$ cat src/rtl/cpu_pkg.sv
// cpu_pkg: shared definitions for the accumulator CPU core.
//   opcode_e    : 4-bit opcode field of instruction word 0
//   SKIP_*      : skip-condition codes (instruction word 0, bits [1:0])
//   ALU_*       : mode codes understood by alu_param
//   state_e     : fetch/execute state machine encoding
//   is_mem_read : opcodes that read M[X] in EX0 and finish in EX2
package cpu_pkg;

  typedef enum logic [3:0] {
    OP_NOP   = 4'h0,
    OP_LOAD  = 4'h1,
    OP_STORE = 4'h2,
    OP_ADD   = 4'h3,
    OP_SUB   = 4'h4,
    OP_AND   = 4'h5,
    OP_OR    = 4'h6,
    OP_HALT  = 4'h7,
    OP_SKIP  = 4'h8,
    OP_JUMP  = 4'h9,
    OP_CLEAR = 4'hA,
    OP_NOT   = 4'hB,
    OP_JUMPI = 4'hC,
    OP_JNS   = 4'hD,
    OP_ILL_E = 4'hE,
    OP_ILL_F = 4'hF
  } opcode_e;

  localparam logic [1:0] SKIP_NEG   = 2'b00;  // AC < 0 (signed)
  localparam logic [1:0] SKIP_ZERO  = 2'b01;  // AC == 0
  localparam logic [1:0] SKIP_POS   = 2'b10;  // AC > 0 (signed)
  localparam logic [1:0] SKIP_NEVER = 2'b11;

  localparam logic [3:0] ALU_ADD = 4'b0011;
  localparam logic [3:0] ALU_SUB = 4'b0100;
  localparam logic [3:0] ALU_AND = 4'b0101;
  localparam logic [3:0] ALU_OR  = 4'b0110;
  localparam logic [3:0] ALU_NOT = 4'b1111;

  typedef enum logic [3:0] {
    S_IDLE, S_IF0, S_IF1, S_IF2, S_IF3, S_EX0, S_EX1, S_EX2, S_HALT
  } state_e;

  function automatic logic is_mem_read(input opcode_e op);
    return op inside {OP_LOAD, OP_ADD, OP_SUB, OP_AND, OP_OR, OP_JUMPI};
  endfunction

endpackage

$ cat src/rtl/alu_param.sv
// alu_param: combinational ALU for the accumulator core.
//   a       : accumulator operand
//   b       : memory operand (MBR)
//   aluMode : operation select (ALU_* codes in cpu_pkg)
//   s       : result, wraps modulo 2^DATA_WIDTH
module alu_param
  import cpu_pkg::*;
#(
  parameter int DATA_WIDTH = 8
) (
  input  logic [DATA_WIDTH-1:0] a,
  input  logic [DATA_WIDTH-1:0] b,
  input  logic [3:0]            aluMode,
  output logic [DATA_WIDTH-1:0] s
);

  // NOTE: every output of an always_comb block gets a value on every path
  // (here via the default arm); a missing assignment infers a latch.
  always_comb begin
    case (aluMode)
      ALU_ADD: s = a + b;
      ALU_SUB: s = a - b;
      ALU_AND: s = a & b;
      ALU_OR:  s = a | b;
      ALU_NOT: s = ~a;
      default: s = a;
    endcase
  end

endmodule

$ cat src/rtl/accum_cpu.sv
// accum_cpu: accumulator CPU core with two-word fetch and one synchronous
// memory port.
//   clk, rst  : clock, synchronous active-high reset
//   run       : start request, honoured only in IDLE
//   mem_*     : memory port (cs strobe, we write enable, rdata one cycle
//               after a read strobe)
//   pc, ac    : program counter and accumulator (debug)
//   halted    : core sits in HALT
//   illegal   : HALT was reached through opcode E or F
module accum_cpu
  import cpu_pkg::*;
#(
  parameter int                    DATA_WIDTH = 8,
  parameter int                    ADDR_WIDTH = 8,
  parameter logic [ADDR_WIDTH-1:0] RESET_PC   = '0
) (
  input  logic                  clk,
  input  logic                  rst,
  input  logic                  run,
  output logic [ADDR_WIDTH-1:0] mem_addr,
  output logic                  mem_cs,
  output logic                  mem_we,
  output logic [DATA_WIDTH-1:0] mem_wdata,
  input  logic [DATA_WIDTH-1:0] mem_rdata,
  output logic [ADDR_WIDTH-1:0] pc,
  output logic [DATA_WIDTH-1:0] ac,
  output logic                  halted,
  output logic                  illegal
);

  localparam logic [ADDR_WIDTH-1:0] PC_ONE = 1;
  localparam logic [ADDR_WIDTH-1:0] PC_TWO = 2;

  state_e                  state;
  opcode_e                 ir_op;
  logic [1:0]              ir_cond;
  logic [ADDR_WIDTH-1:0]   ir_x;
  logic [DATA_WIDTH-1:0]   mbr;
  logic                    cs_q, we_q;

  logic [3:0]              alu_mode;
  logic [DATA_WIDTH-1:0]   alu_s;
  logic                    skip_taken;
  logic [ADDR_WIDTH-1:0]   pc_inc, ex0_pc, ex2_pc, fetch_x;
  opcode_e                 fetch_op;

  alu_param #(.DATA_WIDTH(DATA_WIDTH)) u_alu (
    .a       (ac),
    .b       (mbr),
    .aluMode (alu_mode),
    .s       (alu_s)
  );

  assign fetch_op = opcode_e'(mem_rdata[DATA_WIDTH-1 -: 4]);
  assign fetch_x  = mem_rdata[ADDR_WIDTH-1:0];
  assign pc_inc   = pc + PC_ONE;
  assign ex2_pc   = (ir_op == OP_JUMPI) ? mbr[ADDR_WIDTH-1:0] : pc;

  always_comb begin
    case (ir_op)
      OP_ADD:  alu_mode = ALU_ADD;
      OP_SUB:  alu_mode = ALU_SUB;
      OP_AND:  alu_mode = ALU_AND;
      OP_OR:   alu_mode = ALU_OR;
      default: alu_mode = ALU_NOT;
    endcase
  end

  always_comb begin
    skip_taken = 1'b0;
    case (ir_cond)
      SKIP_NEG:  skip_taken = ac[DATA_WIDTH-1];
      SKIP_ZERO: skip_taken = (ac == '0);
      SKIP_POS:  skip_taken = !ac[DATA_WIDTH-1] && (ac != '0);
      default:   skip_taken = 1'b0;
    endcase
  end

  // PC for the single-cycle instructions that return to IF0 from EX0.
  always_comb begin
    ex0_pc = pc;
    case (ir_op)
      OP_SKIP: if (skip_taken) ex0_pc = pc + PC_TWO;
      OP_JUMP: ex0_pc = ir_x;
      OP_JNS:  ex0_pc = ir_x + PC_ONE;
      default: ex0_pc = pc;
    endcase
  end

  // The memory strobes are registered, so each one is set on the edge that
  // enters the state owning it. The EX0 access is therefore decoded in IF3,
  // with the operand still on mem_rdata.
  // NOTE: sequential state uses non-blocking (<=) assignments only, so every
  // register samples pre-edge values regardless of statement order.
  always_ff @(posedge clk) begin
    if (rst) begin
      state     <= S_IDLE;
      pc        <= RESET_PC;
      ac        <= '0;
      mbr       <= '0;
      ir_op     <= OP_NOP;
      ir_cond   <= '0;
      ir_x      <= '0;
      cs_q      <= 1'b0;
      we_q      <= 1'b0;
      mem_addr  <= '0;
      mem_wdata <= '0;
      halted    <= 1'b0;
      illegal   <= 1'b0;
    end else begin
      cs_q <= 1'b0;
      we_q <= 1'b0;
      case (state)
        S_IDLE: begin
          if (run) begin
            state    <= S_IF0;
            cs_q     <= 1'b1;
            mem_addr <= pc;
          end
        end
        S_IF0: state <= S_IF1;
        S_IF1: begin
          ir_op    <= fetch_op;
          ir_cond  <= mem_rdata[1:0];
          pc       <= pc_inc;
          cs_q     <= 1'b1;
          mem_addr <= pc_inc;
          state    <= S_IF2;
        end
        S_IF2: state <= S_IF3;
        S_IF3: begin
          ir_x  <= fetch_x;
          pc    <= pc_inc;
          state <= S_EX0;
          if (is_mem_read(ir_op)) begin
            cs_q     <= 1'b1;
            mem_addr <= fetch_x;
          end else if (ir_op == OP_STORE) begin
            cs_q      <= 1'b1;
            we_q      <= 1'b1;
            mem_addr  <= fetch_x;
            mem_wdata <= ac;
          end else if (ir_op == OP_JNS) begin
            // Return address is the instruction after the JNS.
            cs_q      <= 1'b1;
            we_q      <= 1'b1;
            mem_addr  <= fetch_x;
            mem_wdata <= DATA_WIDTH'(pc_inc);
          end
        end
        S_EX0: begin
          if (is_mem_read(ir_op)) begin
            state <= S_EX1;
          end else if (ir_op inside {OP_HALT, OP_ILL_E, OP_ILL_F}) begin
            state   <= S_HALT;
            halted  <= 1'b1;
            illegal <= (ir_op != OP_HALT);
          end else begin
            if (ir_op == OP_CLEAR)    ac <= '0;
            else if (ir_op == OP_NOT) ac <= alu_s;
            pc       <= ex0_pc;
            cs_q     <= 1'b1;
            mem_addr <= ex0_pc;
            state    <= S_IF0;
          end
        end
        S_EX1: begin
          mbr   <= mem_rdata;
          state <= S_EX2;
        end
        S_EX2: begin
          if (ir_op == OP_LOAD)       ac <= mbr;
          else if (ir_op != OP_JUMPI) ac <= alu_s;
          pc       <= ex2_pc;
          cs_q     <= 1'b1;
          mem_addr <= ex2_pc;
          state    <= S_IF0;
        end
        S_HALT:  state <= S_HALT;
        default: state <= S_IDLE;
      endcase
    end
  end

  // Reset must also suppress an access already strobed for this cycle, so
  // an aborted STORE never reaches memory.
  assign mem_cs = cs_q & ~rst;
  assign mem_we = we_q & ~rst;

endmodule

$ cat config.mk
export PLATFORM = sky130hd
export DESIGN_NAME = accum_cpu
export DESIGN_NICKNAME = d
export VERILOG_FILES = /design/src/rtl/cpu_pkg.sv /design/src/rtl/alu_param.sv /design/src/rtl/accum_cpu.sv
export SDC_FILE = /design/constraint.sdc
export NUM_CORES = 1
export LEC_CHECK = 0
export CAP_MARGIN = 10
export CORE_MARGIN = 5
export CORE_UTILIZATION = 33
export CTS_CLUSTER_SIZE = 14
export DETAILED_ROUTE_END_ITERATION = 16
export MAX_ROUTING_LAYER = met4
export PLACE_DENSITY = 0.59
export SYNTH_ARGS = -nofsm -noshare
export SYNTH_HDL_FRONTEND = slang
export SYNTH_HIERARCHICAL = 1
export SYNTH_SLANG_ARGS = --single-unit
$ cat constraint.sdc
create_clock -name clk -period 8.4 [get_ports clk]
set_input_delay 2.1 -clock clk [delete_from_list [all_inputs] [get_ports clk]]
set_output_delay 2.1 -clock clk [all_outputs]
set_load 0.05 [all_outputs]
==> flow_summary.json <==
{
  "slowest_stage": "clkdlybuf4s50_1",
  "fin_skew_ns": 0.00833,
  "ys.warnings.count": 6,
  "async_reset_ff_share_pct": 0,
  "synthCells": 630,
  "drive_gt1_share_pct": 7.75,
  "crit_path_end_kind": "output port",
  "core_um2": 13900,
  "cp.required_ns": 6.30,
  "cts_resized": 0,
  "ioPinCount": 47,
  "cts_setup_buffers": 0,
  "post_drt_wl_per_cell_um": 19.4,
  "slew_headroom_pct": 26.5,
  "r2r-start": "ir_op[3]",
  "clk_latency_ns": 0.34,
  "antenna_cells": 0,
  "fin_setup_tns_ns": 0,
  "synth_nets": 655,
  "nets": 665,
  "dieArea_um2": 16800,
  "r2r_cells": 12,
  "status": "complete, no violations",
  "worstPathArrival_ns": 3.34,
  "dieWidth_um": 130,
  "netlist_area_um2": 4710,
  "min_period_ns": 5.44,
  "postCtsHoldBufs": 0,
  "top_layer_used": "met4",
  "drc": 0,
  "crit_chain": "buf_2 -> nor2b_1 -> clkdlybuf4s50_1",
  "ys_seq_elements": 62,
  "drv_cap": 0,
  "vias": 4762,
  "worstMarginPinSlew_ns": 1.09,
  "worstSetupPathType": "in2out",
  "hold_class": "reg2reg",
  "max_stage_delay_ns": 0.82,
  "placed_area_um2": 5210,
  "start_kind": "input port",
  "ys_seq_area_share_pct": 26.3,
  "initialDrtViolationCount": 565,
  "r2r_slack_ns": 4.12,
  "area_delta_synth_final_pct": 16.4,
  "endpoint": "mem_cs",
  "rsz0062_at_grt": "false",
  "antenna_found_initial": 0,
  "synthFlopType": "dfxtp_1",
  "crit_path_max_fanout": 20,
  "die_h_um": 130,
  "grt_pass1_wl_um": 25300,
  "final_hold_viol_count": 0,
  "ant_nets": 0,
  "period_share_pct": 64.8,
  "ys_types": 76,
  "row_count": 43,
  "grt_overflow": 0,
  "clk_pin_slew_worst_paths_ns": 0.05,
  "finalSetupViolCount": 0,
  "drv_slew": 0,
  "p_leak_nw": 1.76,
  "io_buffers": 46,
  "routabilityCongestion": 0.912,
  "critPathLaunch": "rst",
  "first_global_vias": 4528,
  "syn_area_per_cell_um2": 7.48,
  "utilization_pct": 39.4,
  "cts.sinks": 62,
  "synth-edff-count": 0,
  "cts_tree": "built",
  "drt-met1-wl_um": 7390,
  "ir_drop_uv": 83.5,
  "dr_wl_met2_um": 7700,
  "dp_hpwl_um": 11600,
  "cts-root-buf": "clkbuf_16",
  "cts_max_path_buffers": 2,
  "fmax_mhz": 184,
  "htreeDepth": 3,
  "initial_utilization_pct": 33.8,
  "finalInstanceArea_um2": 5490,
  "wl_met3_um": 590,
  "r2r-end": "ac[6]",
  "drtPass1Iterations": 5,
  "cts_buffers": 9,
  "grt_max_degree": 45,
  "track_usage_pct": 19.9,
  "vias_per_cell": 5.77,
  "routed_wl_um": 16000,
  "powerDensity_nw_per_um2": 146
}
-- power breakdown --
part	internal [W]	total (W)	switching [W]
Sequential	0.000303	0.000321	0.0000176
Clock	0.000200	0.000347	0.000147
Combinational	0.0000502	0.000135	0.0000843
Total	0.000553	0.000802	0.000249
-- cells by family (layout without fill, tap and decap cells) --
logic type	Yosys count	in the layout	share of synthesized area (%)
XOR/XNOR	29	29	5.55
AND/OR/NAND/NOR	246	246	26.4
AO/OA/AOI/OAI	201	201	29.0
buffers and inverters	64	79	5.84
flip-flops	62	62	26.3
multiplexers	14	14	3.08
adder cells (fa/ha/maj)	14	14	3.87
-- state kept, by name (all words and copies together) (netlist names) --
register,flops
ir_cond,2
cs_q,1
ir_op,4
illegal,1
mem_addr,8
halted,1
mem_wdata,8
pc,8
ir_x,8
mbr,8
state,4
we_q,1
ac,8
-- worst max-delay path: cells and delay by family --
kind | cells | cell delay (ns)
buffers and inverters | 2 | 1.05
AND/OR/NAND/NOR | 1 | 0.18
-- final cells by class --
type | count | area [um2]
clock buffer | 9 | 225
clock inverter | 7 | 50.0
fill | 1422 | 8450
inverter | 13 | 48.8
multi-input combinational | 504 | 3210
sequential | 62 | 1240
tap | 180 | 225
timing repair buffer | 50 | 485
-- layer usage --
metal  global-route usage, %  up-vias
li1                        -     2324
met3                    2.14       26
met1                    25.8     2280
met5                       -        -
met4                    7.09        0
met2                    32.3      132
-- layout by cell type (no fill, tap or decap), drive strengths merged, types with 21 or more instances in the layout --
master         synthesis  layout
a211oi                21      21
a21oi                 58      58
clkdlybuf4s50          0      45
dfxtp                 62      62
nand2                 94      94
nor2                  62      62
o21ai                 38      38
xnor2                 22      22
-- how the worst min path moves through the flow --
stage                     slack (ns)       start         end  cells after the start
after global routing            0.47      halted      halted                      2
after CTS                       0.45      halted      halted                      2
after global placement          0.44      halted      halted                      2
final                           0.45      halted      halted                      2
after detailed placement        0.44      halted      halted                      2
after floorplan                 0.44  ir_cond[0]  ir_cond[0]                      2
-- synthesized netlist by cell type, types with 6 or more instances --
cell / n / share of area (%)
nand2_1: 93 / 7.4
inv_1: 13 / 1.0
nand2b_1: 9 / 1.2
nand3_1: 7 / 0.74
a211oi_1: 20 / 3.2
buf_2: 10 / 1.1
a21oi_1: 58 / 6.2
a311oi_1: 6 / 1.1
ha_1: 13 / 3.5
xor2_1: 7 / 1.3
nor3_1: 14 / 1.5
xnor2_1: 21 / 3.9
nor2_1: 60 / 4.8
nor2b_1: 8 / 1.1
dfxtp_1: 62 / 26
nand3b_1: 6 / 0.96
o21ai_1: 6 / 0.64
o21ai_0: 32 / 3.4
o22ai_1: 10 / 1.3
mux2i_1: 10 / 2.1
a22oi_1: 14 / 2.2
clkbuf_1: 36 / 2.9
-- per-stage QoR --
stage	std cells	worst slack [ns]	total power [W]	hold WS [ns]
after global placement	809	2.99	0.000459	0.439
after detailed placement	809	2.97	0.000460	0.442
after global routing	825	2.88	0.000839	0.473
final	825	2.96	0.000802	0.449
after floorplan	630	3.05	0.000422	0.444
after CTS	825	2.96	0.000809	0.451
Power figures use the tool's default switching activity.
